## config.mk

```make
export PLATFORM = sky130hd
export DESIGN_NAME = contador_param
export DESIGN_NICKNAME = d
export VERILOG_FILES = /design/src/rtl/contador_param.sv
export SDC_FILE = /design/constraint.sdc
export NUM_CORES = 1
export LEC_CHECK = 0
export CAP_MARGIN = 15
export CORE_MARGIN = 3
export CORE_UTILIZATION = 32
export CTS_CLUSTER_SIZE = 24
export DETAILED_ROUTE_END_ITERATION = 12
export PLACE_DENSITY = 0.64
export REMOVE_ABC_BUFFERS = 1
export SYNTH_ARGS = -nofsm -noshare
export SYNTH_HDL_FRONTEND = slang
export SYNTH_SLANG_ARGS = --single-unit
```

## constraint.sdc

```tcl
create_clock -name clk -period 2 [get_ports clk]
set_input_delay 0.5 -clock clk [delete_from_list [all_inputs] [get_ports clk]]
set_output_delay 0.5 -clock clk [all_outputs]
set_load 0.02 [all_outputs]
```

## src/rtl/contador_param.sv

```systemverilog
// contador_param: cascadable up/down/down-STEP counter with parallel load (macro CONTADOR_SAT_EN selects saturating arithmetic).
// Latency: one clk edge from enable/mode/cin/D to Q, rco and load; all outputs registered.
// Backpressure: none; cin gates counting so rco of one stage drives cin of the next.
module contador_param #(
   parameter int WIDTH = 4,
   parameter int STEP  = 3
) (
   input  logic             clk,
   input  logic             reset,
   input  logic             enable,
   input  logic             cin,
   input  logic [1:0]       mode,
   input  logic [WIDTH-1:0] D,
   output logic [WIDTH-1:0] Q,
   output logic             rco,
   output logic             load
);

   localparam logic [1:0] MODE_UP    = 2'b00;
   localparam logic [1:0] MODE_DN1   = 2'b01;
   localparam logic [1:0] MODE_DNS   = 2'b10;
   localparam logic [1:0] MODE_LOAD  = 2'b11;

   // The extra top bit carries the carry (up) or borrow (down) out of the count.
   localparam logic [WIDTH:0] ONE_EXT  = (WIDTH+1)'(1);
   localparam logic [WIDTH:0] STEP_EXT = (WIDTH+1)'(STEP);

   logic [WIDTH:0]   q_ext;
   logic [WIDTH:0]   sum_up;
   logic [WIDTH:0]   sum_dn1;
   logic [WIDTH:0]   sum_dns;
   logic [WIDTH:0]   res;
   logic             wrap;
   logic [WIDTH-1:0] q_nxt;
   logic             rco_nxt;
   logic             load_nxt;

   assign q_ext   = {1'b0, Q};
   assign sum_up  = q_ext + ONE_EXT;
   assign sum_dn1 = q_ext - ONE_EXT;
   // Borrow bit is set exactly when Q < STEP, since both operands fit in WIDTH bits.
   assign sum_dns = q_ext - STEP_EXT;

   // Pick the arithmetic result for the current counting mode.
   always_comb begin
      res = sum_up;
      case (mode)
         MODE_DN1: res = sum_dn1;
         MODE_DNS: res = sum_dns;
         default:  res = sum_up;
      endcase
   end

   assign wrap = res[WIDTH];

   // Next-state decode: load wins over counting, cin gates counting only.
   always_comb begin
      q_nxt    = Q;
      rco_nxt  = 1'b0;
      load_nxt = 1'b0;
      if (enable) begin
         if (mode == MODE_LOAD) begin
            q_nxt    = D;
            load_nxt = 1'b1;
         end else if (cin) begin
            rco_nxt = wrap;
`ifdef CONTADOR_SAT_EN
            // Clamp at the limit instead of wrapping; rco stays high while clamped.
            if (wrap) begin
               q_nxt = (mode == MODE_UP) ? '1 : '0;
            end else begin
               q_nxt = res[WIDTH-1:0];
            end
`else
            q_nxt = res[WIDTH-1:0];
`endif
         end
      end
   end

   // State register; reset clears everything immediately and overrides any request.
   always_ff @(posedge clk or posedge reset) begin
      if (reset) begin
         Q    <= '0;
         rco  <= 1'b0;
         load <= 1'b0;
      end else begin
         Q    <= q_nxt;
         rco  <= rco_nxt;
         load <= load_nxt;
      end
   end

endmodule

```

Word-level counts from Yosys, hierarchy flattened

Index checks and enable logic that the tools add are counted.

$add $sub $neg: 3
Equal/unequal tests: 3
Mux-type cells: 8
Reduce and logical (&&, ||, !) cells: 2

Operator list:

| cell                  | number |
|---|---|
| $pmux W5 S2           | 1 |
| $mux W4               | 2 |
| $add A4 B1 Y5 const B | 1 |
| $mux W1               | 5 |
| $sub A4 B1 Y5 const B | 1 |
| $sub A4 B2 Y5 const B | 1 |
| $eq A2 B2 Y1 const B  | 2 |
| $eq A2 B1 Y1 const B  | 1 |
| $reduce_and A2 Y1     | 1 |
| $reduce_bool A2 Y1    | 1 |

Register bits: 6
Bits of input ports: 10
Output and inout port bits: 6
Logic and storage cells: 19

Logic depth before layout (Yosys ltp)

Depth after elaboration: 5
Gate-level depth with buffers: 7
Depth with buffers taken out: 7

Worst setup path before layout

No wires, ideal clock.

Path type: input to register
Start: in mode[1]
End: reg Q[3]
Library setup time: 0.069 ns
Arrival time: 1.715 ns
Data required time: 1.931 ns
Slack: 0.216 ns
Stages: 7
Buffers on the path: 0
Path through: inv_1 > ha_1 > inv_1 > ha_1 > a21oi_1 > a2111o_1 > nand3_1

Cells in the longest elaborated chain, start to end: 4
Elaborated cells on any way between the ends: 8
Those cells by class: eq/ne (3); mux (3); reduce/logical (2)

RTL lines:

| what                                                | line | text |
|---|---|---|
| start: declaration                                  | 12   | `input logic [1:0] mode,` |
| $eq A2 B2 Y1 / $eq A2 B1 Y1 (equally long branches) | 47   | `case (mode)` |
| $pmux W5 S2                                         | 47   |  |
| $mux W4                                             | 65   | `end else if (cin) begin` |
| $mux W4                                             | 62   | `if (mode == MODE_LOAD) begin` |
| end signal: assignment                              | 88   | `Q <= q_nxt;` |
| end: declaration                                    | 14   | `output logic [WIDTH-1:0] Q,` |

Several ways; a longest one is shown, not always the timed one. The select of a mux whose other input is x is not followed.
A chain may end at the register's enable or synchronous reset.

Worst setup path in the final report

Start: reg Q[0]
End: out Q[0]

No word-level cell between the ends.

==> results.toml <==
[pwr]
p_sw_frac = 0.377
ir_worst_vdd_mv = 0.701
p_seq_frac = 0.297
p_per_area_mw_per_mm2 = 1000
leakagePower_nw = 0.324
intPower_w = 0.000428
power_frac_clock = 0.159
p_comb_frac = 0.544
totalPowerFinal_w = 0.000688
p_switching_w = 0.000259

[worst_hold_path]
worstHoldPathType = "in -> async"

[cts]
clockRootBuffer = "clkbuf_4"
cts_max_level = 1
clock-sinks = 6
clockBufferDepth = 2
cts_tree = "built"
clkTransAtPathRegs_ps = 40
clkLatencyLatePin_ps = 240
post_cts_buffers = 0
cts_made_buffers = 3

[die]
design.core.area_mm2 = 0.00117
ios = 16
fp-row-count = 12
die_x_um = 42.5
die_h_um = 42.5
die-area_mm2 = 0.00180
start_util = 0.363

[timing]
relSlewSlack = 0.827
setup_tns_ps = 0
setup_violations = 0
layout_setup_ws_ps = 152
min_period_ps = 1850
rsz0062_at_grt = "no"
tightest_slew_ps = 259
drv_slew = 0
post-route-period-util = 0.924
fin_skew_ps = 4.10
final-hold-violation-count = 0
fmax_ghz = 0.541

[status]
status = "complete, no violations"

[layout]
instances_no_fill = 79
drive_above_1_share = 0.246
final_core_util = 0.587
nFillCells = 115
final_nets = 83
register_area_um2 = 150
multi_input_area_um2 = 293
syn_to_final_growth_pct = 61.5
antenna_cells = 0

[critical_path]
crit_family = "buffers and inverters"
critPathMaxFanout = 5
critPathBufInv = 1
path_class = "reg -> out"
cp-start-kind = "register"
arrival_ps = 1350
required_ps = 1500
crit_path_top_delay_cell = "clkdlybuf4s50_1"
cp_cell_sequence = "clkdlybuf4s50_1"
end_kind = "output port"
max_stage_delay_ps = 650

[placed_design]
place_inst = 76
detailed_place_hpwl_um = 762
io_buffers = 15
gp_congestion = 0.717
pre_cts_slack_ps = -393

[global_route]
grt_antenna_before_repair = 0
grt_start_max_net_pins = 8
grt_pass1_vias = 420
grt_overflow = 0
grt_pass1_wl_mm = 1.74
grt_util_all_layers = 0.133

[synth]
yosysMostFrequentCell = "dfrtp_1"
yosysSeqAreaShare = 0.353
synth_edf_count = 0
synthCells = 43
avgSynthCellArea_um2 = 9.89
synth_area_um2 = 425
synth_area_leader_cell = "dfrtp_1"
synth.distinct_cells = 19
ys_ff_latch = 6
synth_flop_cell = "dfrtp_1"
yosys-top-cells-count = "dfrtp_1, ha_1, a21oi_1, inv_1"
yosys_warnings = 0
synthTopCellsByArea = "dfrtp_1, ha_1, mux2i_1"
async_flop_share = 1.00
synth_top_area_share = 0.353

[drt]
viasPerCell = 5.03
drtAntennaViolNets = 0
wl_met2_um = 530
avgRoutedWirePerCell_um = 13.2
met1_length_um = 429
met3_length_um = 82
top_layer_used = "met4"
routed_wl_mm = 1.05
dr.pass1.iters = 2
via_count = 397
first_iter_violations = 6
drc = 0

[run]
drv_cap = 0
what timing repair did:
item                       in CTS  in global routing
gates resized for setup         8                  1
setup endpoints to repair       3                  3
hold buffers                    0                  0
cell usage in the layout, fill, tap and decap left out, types with 2 or more instances in the layout:
master and count:
nand3_1 3, nand2_1 3, inv_1 2, clkdlybuf4s50_1 13, ha_1 2, ha_4 3, clkbuf_4 3, dfrtp_1 6
nand4_1 2, inv_2 2, mux2i_1 3, a21oi_1 3, o21ai_0 3, buf_4 5
final cells by class:
type                            instances  share of cell area
Tap cell                               14              0.0255
Clock buffer                            3              0.0328
Sequential cell                         6               0.219
Timing Repair Buffer                   20               0.275
Inverter                                4              0.0219
Multi-Input combinational cell         32               0.426
per-layer routing:
layer,vias up,GRT usage
li1,199,-
met1,182,0.129
met2,14,0.234
met3,2,0.0858
met4,0,0.0311
met5,-,0
worst reg2reg max path: stages (launching register included):
cell and delay (ps):
dfrtp_1 450, fa_2 430, a21o_1 180, a21oi_2 150
mux2i_1 210
path summary, 6_finish.rpt:
check / startpoint / to / slack (ps) / depth (start not counted)
max in group asynchronous: reset / Q[3]$_DFFE_PP0P_ / 1330 / 2
worst min-delay path: reset / Q[0]$_DFFE_PP0P_ / 470 / 2
worst max-delay path: Q[0]$_DFFE_PP0P_ / Q[0] / 150 / 1
min in group clk: Q[1]$_DFFE_PP0P_ / Q[1]$_DFFE_PP0P_ / 580 / 2
worst max register to register: Q[0]$_DFFE_PP0P_ / rco$_DFF_PP0_ / 490 / 4
worst min register to register: Q[1]$_DFFE_PP0P_ / Q[1]$_DFFE_PP0P_ / 580 / 2
through the flow:
stage | hold slack (ps) | area [µm²]
floorplan | 291 | 414
global placement | 514 | 619
detailed placement | 531 | 619
CTS | 481 | 684
global route | 500 | 687
finish | 473 | 687
flip-flops by register name, indices dropped and copies added, names as in the netlist:
register,flops
load,1
Q,4
rco,1
logic make-up after synthesis:
kind of cell / Yosys count / synth area share
AOI/OAI and AO/OA: 10 / 0.147
xor gates and xnor gates: 1 / 0.0206
adders and majority gates: 6 / 0.194
buffers and inverters: 5 / 0.0618
DFF: 6 / 0.353
muxes: 3 / 0.0706
and+or+nand+nor: 12 / 0.153
power groups by stage:
| stage | combinational, W | clock [W] | sequential, W |
|---|---|---|---|
| 6_report | 0.000374 | 0.000109 | 0.000204 |
| 3_5_place_dp | 0.000329 | 0 | 0.000194 |
| 4_1_cts | 0.000367 | 0.000113 | 0.000204 |
| 3_3_place_gp | 0.000323 | 0 | 0.000194 |
| 5_1_grt | 0.000410 | 0.000118 | 0.000213 |
| 2_1_floorplan | 0.000142 | 0 | 0.000230 |
Power figures use the tool's default switching activity.
==> variant 1, RTL diff (same settings) <==
Register the inputs `enable`, `cin` and `D` before use, without a reset. The logic sees them one clock later. The other inputs are not delayed to match. Comments in the files are not updated.
--- a/src/rtl/contador_param.sv
+++ b/src/rtl/contador_param.sv
@@ -26,2 +26,12 @@
    localparam logic [WIDTH:0] STEP_EXT = (WIDTH+1)'(STEP);
+
+   logic enable_q;
+   logic cin_q;
+   logic [WIDTH-1:0] D_q;
+
+   always_ff @(posedge clk) begin
+      enable_q <= enable;
+      cin_q    <= cin;
+      D_q      <= D;
+   end
 
@@ -60,7 +70,7 @@
       load_nxt = 1'b0;
-      if (enable) begin
+      if (enable_q) begin
          if (mode == MODE_LOAD) begin
-            q_nxt    = D;
+            q_nxt    = D_q;
             load_nxt = 1'b1;
-         end else if (cin) begin
+         end else if (cin_q) begin
             rco_nxt = wrap;
Function: changed (a bounded check fails within 4 cycles, from zero or initial values and one cycle with reset high).
==> variant 1 against the unedited design <==
Sequential cell count increased by 6; first-iteration DRC count decreased by 83%; design area increased by 19%; non-clock buffer count unchanged; routed wire length increased by 5.4%; clock power increased by 40%; combinational power decreased by 5%; sequential power increased by 62%; setup slack got worse by 0.0092 ns; synthesized area increased by 27%; synthesized cell count increased by 14%; power increased by 22%; largest power group unchanged.
==> variant 1: results (changes against the unedited design) <==
Cells and area
  • Largest regs: D_q (4), Q (4) (was Q (4), load (1), rco (1))
  • Non-Filler Instances: 88 (was 79)
  • Layout cell share with drive strength beyond 1: 22.2% (was 24.6%)
  • Fin nets: 89 (was 83)
  • Fraction of area in clock buffers and inverters: 3.22% (was 3.28%)
  • Layout clock buffers: 4 (was 3)
  • Multi-input logic area: 292 um2 (was 293 um2)

Placed design
  • Placed insts: 84 (was 76)
  • Hpwl dp: 783 um (was 762 um)
  • GP Congestion: 0.711 (was 0.717)

Global routing
  • Largest net degree at the start of global routing: 9 (was 8)
  • Global-route met1 utilization: 16.2% (was 12.9%)
  • Met3 Use GR: 4.60% (was 8.58%)
  • First-pass GRT wire length: 1.78 mm (was 1.74 mm)
  • Vias in the first global route: 417 (was 420)

Power and ir drop
  • Pwr dens: 1030 nW/um2 (was 1000 nW/um2)

Detailed routing
  • Iteration-0 DRC Markers: 1 (was 6)
  • Met3 WL post-DR: 74 um (was 82 um)
  • Met2 wire length: 456 um (was 530 um)
  • M1 wire length: 530 um (was 429 um)

Synthesis
  • Commonest cells post-synth: dfrtp_1 (6), dfxtp_1 (6), ha_1 (5) (was dfrtp_1 (6), ha_1 (5), a21oi_1 (4), inv_1 (4))
  • Main synth FF type: dfxtp_1 (was dfrtp_1)
  • Post-Synthesis Cells: 49 (was 43)
  • Yosys reg bits: 12 (was 6)
  • Top cells by area, synth: dfrtp_1 (28%), dfxtp_1 (22%), ha_1 (12%) (was dfrtp_1 (35%), ha_1 (15%), mux2i_1 (7.1%))
  • Fraction of registers with async set/reset: 50.0% (was 100%)
  • Sequential area share after synthesis: 50.0% (was 35.3%)

Status
  • Status: finished clean (unchanged)

STA
  • Max Clock Skew: 0.00747 ns (was 0.00410 ns)
==> variant 1: cell types whose count changed after synthesis, sizes merged <==
| cell | delta |
|---|---|
| dfxtp | +6 |
==> variant 1: worst paths after layout <==
| path | start | to | slack [ns] | cells after the start |
|---|---|---|---|---|
| worst max-delay path | Q[0] | Q[0] | 0.14 | 1 |
| min in group clk | D_q[1] | Q[1] | 0.53 | 2 |
| worst max register to register | Q[0] | rco | 0.45 | 4 |
| worst min-delay path | reset | Q[3] | 0.43 | 2 |
| max in group asynchronous | reset | Q[2] | 1.36 | 2 |
| worst min register to register | D_q[1] | Q[1] | 0.53 | 2 |
==> variant 1: kinds of logic after synthesis <==
family | synth area share, %
buf+inv | 3.70
mux | 5.56
xor+xnor | 1.62
simple gates | 12.0
compound gates | 11.8
flops | 50.0
fa+ha+maj | 15.3
==> variant 1: where the power goes <==
part	leakage (uW)	total, uW	internal [uW]	switching (uW)
clock	0.0000150	153	77.4	76.0
sequential	0.000127	331	281	49.7
combinational	0.000242	357	198	159
==> variant 2, RTL diff (same flow settings) <==
Without the edit above. Build with the macro `CONTADOR_SAT_EN` defined.
--- a/src/rtl/contador_param.sv
+++ b/src/rtl/contador_param.sv
@@ -3,2 +3,4 @@
 // Backpressure: none; cin gates counting so rco of one stage drives cin of the next.
+`define CONTADOR_SAT_EN
+
 module contador_param #(
Function: changed (Yosys sat finds a counterexample within 4 cycles, from zero or initial values and one cycle with reset high).
==> variant 2 against the unedited design <==
Setup slack worse by 0.11 ns; utilization up 5.7 points; first-iteration DRC count unchanged; routed wire length up 41%; die area up 15%; synthesized area up 17%; sequential cell count unchanged; design area up 30%; largest power group unchanged; maximum frequency down 5.7%; synthesized cell count up 21%; largest cell class unchanged; sequential share of layout area down 5.0 points; power up 51%; final cell count up 29%; non-clock buffer count up 13.
==> variant 2: results (changes against the unedited design) <==
Status
  • Status: finished clean (unchanged)

Global routing
  • Largest net degree at the start of global routing: 7 (was 8)
  • First-pass GRT wire length: 2.53 mm (was 1.74 mm)
  • Initial antenna violation count: 0 (unchanged)
  • Vias in the first global route: 596 (was 420)
  • GRT Total Usage: 17.0% (was 13.3%)

Detailed routing
  • Iteration-0 DRC Markers: 6 (unchanged)
  • Drt via density: 5.39 (was 5.03)
  • Initial DRT Pass Iterations: 6 (was 2)
  • Wirelength per Cell: 14.5 um (was 13.2 um)
  • WL final: 1.48 mm (was 1.05 mm)

Critical path
  • CP arrival: 2.11 ns (was 1.35 ns)
  • FF-to-FF Start: Q[2] (was Q[0])
  • FF-to-FF setup slack: 0.27 ns (was 0.49 ns)
  • Reg2Reg Depth: 5 (was 4)
  • Slowest-stage cell, CP: or3b_4 (was clkdlybuf4s50_1)
  • Reg-to-reg critical path endpoint: Q[0] (was rco)
  • Crit-path max FO: 3 (was 5)
  • Peak per-stage delay on the critical path: 0.40 ns (was 0.65 ns)

Synthesis
  • Post-Synthesis Cells: 52 (was 43)
  • Commonest cells post-synth: dfrtp_1 (6), ha_1 (6), inv_1 (5) (was dfrtp_1 (6), ha_1 (5), a21oi_1 (4), inv_1 (4))
  • Top cells by area, synth: dfrtp_1 (30%), ha_1 (15%), a21oi_1 (4.0%) (was dfrtp_1 (35%), ha_1 (15%), mux2i_1 (7.1%))
  • Fraction of registers with async set/reset: 100% (unchanged)
  • Post-synth cell types: 27 (was 19)
  • Sequential area share after synthesis: 30.2% (was 35.3%)
  • Synth warn: 0 (unchanged)

Clocking
  • Worst-path clk slew: 0.04 ns (about the same)
  • Clock root cell: clkbuf_4 (unchanged)

Placed design
  • Worst slack at placement: -0.785 ns (was -0.393 ns)
  • Area post-placement: 753 um2 (was 619 um2)
  • Hpwl dp: 1.05 mm (was 762 um)
  • Port bufs: 15 (unchanged)
  • GP Congestion: 0.783 (was 0.717)
  • Placed insts: 94 (was 76)

STA
  • Slew HR: 83.7% (was 82.7%)
  • Setup-failing EPs final: 0 (unchanged)
  • Max Clock Skew: 0.00321 ns (was 0.00410 ns)
  • Hold_ws: 0.472 ns (was 0.473 ns)

Power and ir drop
  • Worst IR Drop VDD: 717 uV (was 701 uV)
  • Leak pwr: 0.000391 uW (was 0.000324 uW)

Cells and area
  • Layout cell share with drive strength beyond 1: 46.0% (was 24.6%)
  • Fin nets: 106 (was 83)
  • Largest regs: Q (4), load (1), rco (1) (unchanged)

Hold path
  • Min-Delay Path Class: in -> async (unchanged)
## variant 2: cells by family (layout without fill, tap and decap cells)
family	Yosys count	count (layout)	share of synthesized area, %
xor gates and xnor gates	1	1	1.76
and+or+nand+nor	15	15	19.1
DFF	6	6	30.1
adders and majority gates	7	7	19.1
buffers and inverters	6	41	6.03
AOI/OAI and AO/OA	17	17	23.9
## variant 2: worst max-delay path: cells and delay by family
kind                       cells  cell delay [ns]
and+or+nand+nor                3             0.66
adders and majority gates      2             0.55
AOI/OAI and AO/OA              1             0.24
buffers and inverters          2             0.16
## variant 2: area by class of cell
class	count	area, um2
Clock buffer	3	22.5
Timing Repair Buffer	33	279
Multi-Input combinational cell	40	398
Inverter	5	21.3
Tap cell	15	18.8
Fill cell	105	493
Sequential cell	6	150
## variant 2: where the power goes
group	internal [uW]	total, uW	switching [uW]
clock network	67.7	110	41.9
logic	398	723	324
registers	163	208	45.4
total	629	1040	412
## variant 2: what timing repair did
item                                    4_1_cts  5_1_grt
pin swaps                                     7        0
endpoints found under the setup margin        5        4
buffers inserted                              5        0
gates resized for setup                      18        5
hold buffers                                  0        0
## variant 2: metal layers
metal  share of wire [%]  track usage [%]
met1                  45             20.8
met2                  49             27.6
met3                 6.4             7.51
met4                   0             3.51
met5                   0                0
## variant 2: worst max-delay path by stage
stage	start	endpoint	slack [ns]	depth (start not counted)
final	mode[1]	Q[0]	0.04	8
after global routing	mode[1]	Q[2]	-0.02	9
after CTS	mode[1]	Q[0]	0.02	8
after detailed placement	mode[0]	Q[0]	-0.78	8
after global placement	mode[0]	Q[2]	-0.72	9
after floorplan	mode[0]	Q[0]	-0.18	7
